`config.mk`:
```
export PLATFORM = sky130hd
export DESIGN_NAME = func_bist_flat
export DESIGN_NICKNAME = d
export VERILOG_FILES = /design/src/rtl/func_bist_if.sv /design/src/rtl/func_bist.sv /design/src/flat_wrapper.sv
export SDC_FILE = /design/constraint.sdc
export NUM_CORES = 1
export LEC_CHECK = 0
export BUFFER_PORTS_ARGS = -buffer_cell sky130_fd_sc_hd__buf_2
export CORE_MARGIN = 1.5
export CORE_UTILIZATION = 59
export DETAILED_ROUTE_END_ITERATION = 10
export GPL_TIMING_DRIVEN = 0
export HOLD_SLACK_MARGIN = 0.02
export PLACE_DENSITY_LB_ADDON = 0.08
export SLEW_MARGIN = 20
export SYNTH_ARGS = -nofsm -noshare
export SYNTH_HDL_FRONTEND = slang
export SYNTH_SLANG_ARGS = --single-unit
```
`constraint.sdc`:
```
create_clock -name clk_i -period 5.1 [get_ports clk_i]
set_input_delay 1.02 -clock clk_i [delete_from_list [all_inputs] [get_ports clk_i]]
set_output_delay 1.02 -clock clk_i [all_outputs]
set_load 0.05 [all_outputs]
```
`src/rtl/func_bist_if.sv`:
```
// Handshake bus between the BIST sequencer (master) and the func datapath (slave).
interface func_bist_if;
  logic [7:0] func_a_bo;
  logic [7:0] func_b_bo;
  logic       func_start_o;
  logic [1:0] func_busy_bi;
  logic [4:0] func_y_bi;

  modport master (output func_a_bo, func_b_bo, func_start_o,
                  input  func_busy_bi, func_y_bi);
  modport slave  (input  func_a_bo, func_b_bo, func_start_o,
                  output func_busy_bi, func_y_bi);
endinterface

```
`src/rtl/func_bist.sv`:
```
// BIST sequencer for func: LFSR operand stream, CRC-8 signature of results, pass/fail report.
// Optional wait-state watchdog enabled by defining FUNC_BIST_TIMEOUT_EN.
module func_bist #(
  parameter int          N_VECTORS   = 256,
  parameter logic [15:0] LFSR_SEED   = 16'hACE1,
  parameter logic [7:0]  GOLDEN_SIG  = 8'h00,
  parameter int          TIMEOUT_CYC = 255
) (
  input  logic        clk_i,
  input  logic        rst_i,
  input  logic        test_start_i,
  input  logic [7:0]  sw_a_bi,
  input  logic [7:0]  sw_b_bi,
  input  logic        sw_start_i,
  func_bist_if.master func_if,
  output logic        is_test_now_o,
  output logic        test_busy_o,
  output logic        test_pass_o,
  output logic        test_fail_o,
  output logic [8:0]  vec_cnt_bo,
  output logic [7:0]  sig_bo
);

  localparam logic [15:0] SEED   = (LFSR_SEED == 16'h0000) ? 16'h0001 : LFSR_SEED;
  localparam logic [8:0]  N_LAST = 9'(N_VECTORS);

  typedef enum logic [2:0] {
    S_IDLE, S_LOAD, S_ISSUE, S_WAIT_BUSY, S_WAIT_DONE, S_ACCUM, S_CHECK
  } state_e;

  // CRC-8, poly 0x07, MSB first, no reflection, no final XOR
  function automatic logic [7:0] crc8_step(input logic [7:0] crc, input logic [7:0] data);
    logic [7:0] c;
    c = crc ^ data;
    for (int i = 0; i < 8; i++) c = c[7] ? ((c << 1) ^ 8'h07) : (c << 1);
    return c;
  endfunction

  // Fibonacci LFSR, taps 16,14,13,11, shifting toward bit 0
  function automatic logic [15:0] lfsr_step(input logic [15:0] l);
    return {l[0] ^ l[2] ^ l[3] ^ l[5], l[15:1]};
  endfunction

  state_e      state_q, state_d;
  logic [15:0] lfsr_q, lfsr_d;
  logic [7:0]  op_a_q, op_a_d;
  logic [7:0]  op_b_q, op_b_d;
  logic [4:0]  y_q, y_d;
  logic [7:0]  sig_q, sig_d;
  logic [8:0]  cnt_q, cnt_d;
  logic        pass_q, pass_d;
  logic        fail_q, fail_d;

`ifdef FUNC_BIST_TIMEOUT_EN
  localparam int WD_W = $clog2(TIMEOUT_CYC + 1);
  logic [WD_W-1:0] wd_q, wd_d;
`endif

  always_comb begin
    // NOTE: every next-state signal defaults to its current value first so no path infers a latch.
    state_d = state_q;
    lfsr_d  = lfsr_q;
    op_a_d  = op_a_q;
    op_b_d  = op_b_q;
    y_d     = y_q;
    sig_d   = sig_q;
    cnt_d   = cnt_q;
    pass_d  = pass_q;
    fail_d  = fail_q;
`ifdef FUNC_BIST_TIMEOUT_EN
    wd_d    = wd_q;
`endif
    unique case (state_q)
      S_IDLE: if (test_start_i) begin
        pass_d  = 1'b0;
        fail_d  = 1'b0;
        sig_d   = '0;
        cnt_d   = '0;
        lfsr_d  = SEED;
        state_d = S_LOAD;
      end
      S_LOAD: begin
        op_a_d  = lfsr_q[15:8];
        op_b_d  = lfsr_q[7:0];
        state_d = S_ISSUE;
      end
      S_ISSUE: begin
        state_d = S_WAIT_BUSY;
`ifdef FUNC_BIST_TIMEOUT_EN
        wd_d    = '0;
`endif
      end
      S_WAIT_BUSY: begin
        if (func_if.func_busy_bi != 2'b00) begin
          state_d = S_WAIT_DONE;
`ifdef FUNC_BIST_TIMEOUT_EN
          wd_d    = '0;
        end else if (wd_q == WD_W'(TIMEOUT_CYC)) begin
          pass_d  = 1'b0;
          fail_d  = 1'b1;
          state_d = S_IDLE;
        end else begin
          wd_d    = wd_q + 1'b1;
`endif
        end
      end
      S_WAIT_DONE: begin
        if (func_if.func_busy_bi == 2'b00) begin
          y_d     = func_if.func_y_bi;
          state_d = S_ACCUM;
`ifdef FUNC_BIST_TIMEOUT_EN
        end else if (wd_q == WD_W'(TIMEOUT_CYC)) begin
          pass_d  = 1'b0;
          fail_d  = 1'b1;
          state_d = S_IDLE;
        end else begin
          wd_d    = wd_q + 1'b1;
`endif
        end
      end
      S_ACCUM: begin
        sig_d   = crc8_step(sig_q, {3'b000, y_q});
        cnt_d   = cnt_q + 9'd1;
        lfsr_d  = lfsr_step(lfsr_q);
        state_d = (cnt_q + 9'd1 == N_LAST) ? S_CHECK : S_LOAD;
      end
      S_CHECK: begin
        pass_d  = (sig_q == GOLDEN_SIG);
        fail_d  = (sig_q != GOLDEN_SIG);
        state_d = S_IDLE;
      end
      default: state_d = S_IDLE;
    endcase
  end

  // NOTE: state registers use non-blocking assignments so every flop samples pre-edge values.
  always_ff @(posedge clk_i or negedge rst_i) begin
    if (!rst_i) begin
      state_q <= S_IDLE;
      lfsr_q  <= SEED;
      op_a_q  <= '0;
      op_b_q  <= '0;
      y_q     <= '0;
      sig_q   <= '0;
      cnt_q   <= '0;
      pass_q  <= 1'b0;
      fail_q  <= 1'b0;
`ifdef FUNC_BIST_TIMEOUT_EN
      wd_q    <= '0;
`endif
    end else begin
      state_q <= state_d;
      lfsr_q  <= lfsr_d;
      op_a_q  <= op_a_d;
      op_b_q  <= op_b_d;
      y_q     <= y_d;
      sig_q   <= sig_d;
      cnt_q   <= cnt_d;
      pass_q  <= pass_d;
      fail_q  <= fail_d;
`ifdef FUNC_BIST_TIMEOUT_EN
      wd_q    <= wd_d;
`endif
    end
  end

  // Manual mode is a pure pass-through; test mode drives the latched operands.
  assign func_if.func_a_bo    = (state_q == S_IDLE) ? sw_a_bi : op_a_q;
  assign func_if.func_b_bo    = (state_q == S_IDLE) ? sw_b_bi : op_b_q;
  assign func_if.func_start_o = (state_q == S_IDLE) ? sw_start_i : (state_q == S_ISSUE);

  assign is_test_now_o = (state_q != S_IDLE);
  assign test_busy_o   = (state_q != S_IDLE);
  assign test_pass_o   = pass_q;
  assign test_fail_o   = fail_q;
  assign vec_cnt_bo    = cnt_q;
  assign sig_bo        = sig_q;

endmodule

```
`src/flat_wrapper.sv`:
```
// flat-port wrapper written by rule: the top's interface ports become plain ports
module func_bist_flat 
#(
  parameter int          N_VECTORS   = 256,
  parameter logic [15:0] LFSR_SEED   = 16'hACE1,
  parameter logic [7:0]  GOLDEN_SIG  = 8'h00,
  parameter int          TIMEOUT_CYC = 255
)
  (clk_i, rst_i, test_start_i, sw_a_bi, sw_b_bi, sw_start_i, is_test_now_o, test_busy_o, test_pass_o, test_fail_o, vec_cnt_bo, sig_bo, func_if_func_a_bo, func_if_func_b_bo, func_if_func_start_o, func_if_func_busy_bi, func_if_func_y_bi);
  func_bist_if func_if_i ();
  input  logic clk_i;
  input  logic rst_i;
  input  logic test_start_i;
  input  logic [7:0] sw_a_bi;
  input  logic [7:0] sw_b_bi;
  input  logic sw_start_i;
  output logic is_test_now_o;
  output logic test_busy_o;
  output logic test_pass_o;
  output logic test_fail_o;
  output logic [8:0] vec_cnt_bo;
  output logic [7:0] sig_bo;
  output wire logic [$bits(func_if_i.func_a_bo)-1:0] func_if_func_a_bo;
  output wire logic [$bits(func_if_i.func_b_bo)-1:0] func_if_func_b_bo;
  output wire logic [$bits(func_if_i.func_start_o)-1:0] func_if_func_start_o;
  input wire logic [$bits(func_if_i.func_busy_bi)-1:0] func_if_func_busy_bi;
  input wire logic [$bits(func_if_i.func_y_bi)-1:0] func_if_func_y_bi;
  assign func_if_func_a_bo = func_if_i.func_a_bo;
  assign func_if_func_b_bo = func_if_i.func_b_bo;
  assign func_if_func_start_o = func_if_i.func_start_o;
  assign func_if_i.func_busy_bi = func_if_func_busy_bi;
  assign func_if_i.func_y_bi = func_if_func_y_bi;
  func_bist #(.N_VECTORS(N_VECTORS), .LFSR_SEED(LFSR_SEED), .GOLDEN_SIG(GOLDEN_SIG), .TIMEOUT_CYC(TIMEOUT_CYC)) u_core (.clk_i(clk_i), .rst_i(rst_i), .test_start_i(test_start_i), .sw_a_bi(sw_a_bi), .sw_b_bi(sw_b_bi), .sw_start_i(sw_start_i), .func_if(func_if_i), .is_test_now_o(is_test_now_o), .test_busy_o(test_busy_o), .test_pass_o(test_pass_o), .test_fail_o(test_fail_o), .vec_cnt_bo(vec_cnt_bo), .sig_bo(sig_bo));
endmodule
```
# After elaboration in Yosys (flattened, before gate mapping)

Index checks and enable logic that the tools add are counted.

Bits in registers: 59
Bits of input ports: 27
Output and inout port bits: 38
Word-level logic and storage cells: 69

Add/subtract/negate cells: 1
Equality and inequality tests: 10
Multiplexer cells: 25
Bitwise logic cells: 12
Reductions and logical operators: 12

Operator list:

| operator            | number |
|---|---|
| $mux 3              | 12 |
| $pmux 16 s2         | 1 |
| $mux 8              | 3 |
| $not 3->3           | 8 |
| $pmux 3 s6          | 1 |
| $pmux 9 s2          | 1 |
| $mux 16             | 1 |
| $pmux 8 s2          | 1 |
| $add 9x1->9 const B | 1 |
| $eq 3x3->1 const B  | 3 |
| $eq 9x9->1 const B  | 1 |
| $mux 9              | 1 |
| $logic_not 8->1     | 1 |
| $reduce_bool 8->1   | 1 |
| $xor 8x5->8         | 1 |
| $eq 3x2->1 const B  | 2 |
| $reduce_and 2->1    | 3 |
| $reduce_bool 2->1   | 3 |
| $ne 2x1->1 const B  | 2 |
| $pmux 1 s2          | 2 |
| $eq 3x1->1 const B  | 1 |
| $logic_not 3->1     | 1 |
| $reduce_and 3->1    | 1 |
| $reduce_bool 3->1   | 1 |
| other kinds (4)     | 7 |

# Depth between registers and ports, before layout

Word-level depth: 18
Mapped depth: 7
Gate-level depth less buffers: 6

# Worst setup path before layout

OpenSTA, ideal clock, no wires.

Kind: input port to output port
Start: input port sw_start_i
End: output port func_if_func_start_o
Arrival: 2.090 ns
Slack: 1.990 ns
Cell stages on the path: 2
Path buffers: 0
Cells stage by stage: nor2_1 nor3_1

Cells in the longest elaborated chain, start to end: 1

RTL lines:

| element         | line               | text |
|---|---|---|
| start, declared | flat_wrapper.sv:16 | `input logic sw_start_i;` |
| $mux 1          | func_bist.sv:170   | `assign func_if.func_start_o = (state_q == S_IDLE) ? sw_start_i : (state_q == S_ISSUE);` |
| end, declared   | flat_wrapper.sv:25 | `output wire logic [$bits(func_if_i.func_start_o)-1:0] func_if_func_start_o;` |

Every way passes these cells.

# Final worst setup path

Start: register u_core.state_q[1]
End: output port func_if_func_a_bo[4]

Cells in the longest elaborated chain, start to end: 2

RTL lines:

| element                | line               | text |
|---|---|---|
| start, declared        | func_bist.sv:44    | `state_e state_q, state_d;` |
| start signal, assigned | func_bist.sv:152   | `state_q <= state_d;` |
| $logic_not 3->1        | func_bist.sv:168   | `assign func_if.func_a_bo = (state_q == S_IDLE) ? sw_a_bi : op_a_q;` |
| $mux 8                 | func_bist.sv:168   |  |
| end, declared          | flat_wrapper.sv:23 | `output wire logic [$bits(func_if_i.func_a_bo)-1:0] func_if_func_a_bo;` |

Every way passes these cells.

==> metrics.cfg <==
[placement]
place.gp.congestion=0.848
dp_hpwl_mm=4.28
port_buffers=64

[synth]
synthCells=260
synth.distinct_cells=47
synth_nets=290
avgSynthCellArea_um2=11.8
syn_area_mm2=0.00307
ys_seq_area_share_pct=48.5
ys_top_cells_by_area=dfrtp_1, mux2_2, dfstp_2, xnor2_1, a22o_1
synth_edf_count=0
ys_warn_count=0
synth_seq_cells=59
synth_top_cell_area_share_pct=41.6
yosys.area.top_type=dfrtp_1
synthArstFlopShare_pct=100
synth_flop_cell=dfrtp_1

[floorplan]
initial_core_util_pct=60.5
ios=65
die-area_mm2=0.00564
core-area_mm2=0.00507
rows=26
die_w_um=75.1
die_y_um=75.1

[worst_setup_path]
required_ns=4.08
cp_max_fo=10
endpoint=func_if_func_a_bo[4]
r2r_slack_ns=3.02
worst_setup_path_start_kind=register
path_class=register to primary output
cp.arrival_ns=2.22
worst_r2r_endpoint=u_core.state_q[1]
crit_start=u_core.state_q[1]
setup.worst_path.end_class=primary output
rr_worst_depth=6
r2r_start=u_core.vec_cnt_bo[0]

[power_and_ir_drop]
powerDensity_mw_per_mm2=726
ir_drop_mv=0.546
total_power_mw=2.68
switching_power_mw=1.24
switching_share_pct=46.2
internal_power_mw=1.44
p_leak_nw=1.69
power_frac_comb_pct=54.0
power_frac_clock_pct=16.9
p_seq_share_pct=29.1

[clocking]
cts_max_level=3
cts-root-buf=clkbuf_8
cts_sinks=59
clkTransAtPathRegs_ns=0.07
cts_tree=done
clockBufferDepth=2
postCtsSetupBuffers=0
cts_resized=0
hold_buffers=0
worstSkewPairLatency_ns=0.33
cts_made_buffers=9

[timing]
rsz0062_at_grt=no
slew_violations=0
finalCritPeriodShare_pct=63.6
finalSetupTns_ns=0
finalHoldViolCount=0
slew_headroom_pct=50.5
fin_crit_ns=3.24
fin_skew_ns=0.00405
worst_slew_pin_slew_ns=0.743
setup_viol=0
timing.fmax_ghz=0.308

[global_routing]
grt_pass1_vias=2174
grt-ovfl-total=0
grt_first_pass_wirelength_mm=10.5
grt.total_usage_pct=24.9
antenna_found_initial=0
grt_max_degree=60

[cells_and_area]
final_layout_size_suffix_gt1_share_pct=41.8
nNetsFinal=365
final_common_cell=buf_2
area_growth_pct=20.4
diodes=0
fill_cells=375
final_cell_mix=buf_2, dfrtp_1, mux2_2

[detailed_routing]
dr.pass1.iters=5
wl_per_cell_um=15.4
drc_errors=0
drtIter0Drc=166
vias=2334
ant_nets=0
finalWirelength_mm=6.33
viasPerCell=5.69

[status]
status=completed

[min_path]
hold_path_class=register to register

[run]
maxCapViolCount=0

[Yosys cell counts (2+ instances only)]
| library cell | n |
|---|---|
| inv_1 | 10 |
| o21ai_0 | 16 |
| a22o_1 | 11 |
| a31oi_1 | 5 |
| dfstp_2 | 8 |
| nand2_1 | 14 |
| buf_2 | 3 |
| nand4_1 | 3 |
| ha_1 | 3 |
| xnor3_1 | 2 |
| or3_1 | 2 |
| mux2_2 | 35 |
| nor3_1 | 4 |
| mux2_1 | 2 |
| o31ai_1 | 3 |
| nor2b_1 | 2 |
| a21oi_1 | 7 |
| nor2_1 | 15 |
| and3_1 | 3 |
| o22ai_1 | 3 |
| o22a_1 | 7 |
| clkbuf_1 | 6 |
| dfrtp_1 | 51 |
| xnor2_1 | 12 |
| buf_6 | 3 |
| o211ai_1 | 2 |
| xor2_1 | 6 |
| nand3_2 | 3 |
[power groups by stage]
stage          Clock [mW]  Sequential [mW]  Combinational [mW]
2_1_floorplan           0            0.870                1.07
3_3_place_gp            0            0.781                1.42
3_5_place_dp            0            0.788                1.44
4_1_cts             0.456            0.781                1.45
5_1_grt             0.478            0.803                1.57
6_report            0.452            0.781                1.45
[worst min path at each step]
| stage | end | startpoint | cells past startpoint |
|---|---|---|---|
| 2_1_floorplan | u_core.op_a_q[4] | u_core.op_a_q[4] | 1 |
| 3_3_place_gp | u_core.op_a_q[4] | u_core.op_a_q[4] | 1 |
| 3_5_place_dp | u_core.op_a_q[4] | u_core.op_a_q[4] | 1 |
| 4_1_cts | u_core.op_a_q[4] | u_core.op_a_q[4] | 1 |
| 5_1_grt | u_core.op_a_q[4] | u_core.op_a_q[4] | 1 |
| 6_report | u_core.op_b_q[6] | u_core.op_b_q[6] | 1 |
[layout make-up]
class | count | area [um^2] | share of cell area (%)
buffer | 14 | 92.6 | 2.51
multi-input combinational | 177 | 1450 | 39.3
inverter | 10 | 37.5 | 1.02
clock inverter | 3 | 45.0 | 1.22
timing repair buffer | 64 | 323 | 8.74
sequential | 59 | 1490 | 40.3
clock buffer | 13 | 169 | 4.57
tap | 70 | 87.6 | 2.37
[critical path, cell delays in order, from the launching register on]
cell and delay, ns:
dfrtp_1 0.38, buf_6 0.14, nor3_4 0.44, buf_2 0.34, mux2_2 0.36, buf_2 0.21
[registers in the layout, indices dropped and copies added, names as in the netlist]
signal,flops
u_core.test_pass_o,1
u_core.lfsr_q,16
u_core.test_fail_o,1
u_core.op_b_q,8
u_core.vec_cnt_bo,9
u_core.sig_bo,8
u_core.state_q,3
u_core.op_a_q,8
u_core.y_q,5
[metal layers]
metal	share of wire [%]	up-vias	global-route usage, %	wire length [um]
met5	0	-	0	0
met4	0.93	0	9.29	59
met3	5.2	10	5.89	332
met2	46	68	37.8	2940
met1	47	1155	35.1	3000
li1	-	1101	-	-
[cell families (layout without fill, tap and decap cells)]
family / count (synthesis) / count (layout) / share of synthesized area, %
AO/OA/AOI/OAI: 61 / 61 / 14.6
flip-flops: 59 / 59 / 48.5
AND/OR/NAND/NOR: 55 / 55 / 10.8
multiplexers: 37 / 37 / 13.6
buffers and inverters: 24 / 104 / 4.24
XOR/XNOR: 21 / 21 / 7.14
adder cells (fa/ha/maj): 3 / 3 / 1.22
[stage by stage]
step                      hold WS [ns]  instance area (um^2)  setup slack (ns)  instances  utilization, %
after floorplan                  0.454                  3070              1.99        260               -
after global placement           0.472                  3480              2.19        394            68.5
after detailed placement         0.489                  3480              2.20        394            68.5
after CTS                        0.504                  3690              1.83        410            72.8
after global routing             0.515                  3690              1.71        410            72.8
final                            0.501                  3690              1.86        410            72.8
Power figures use the tool's default switching activity.
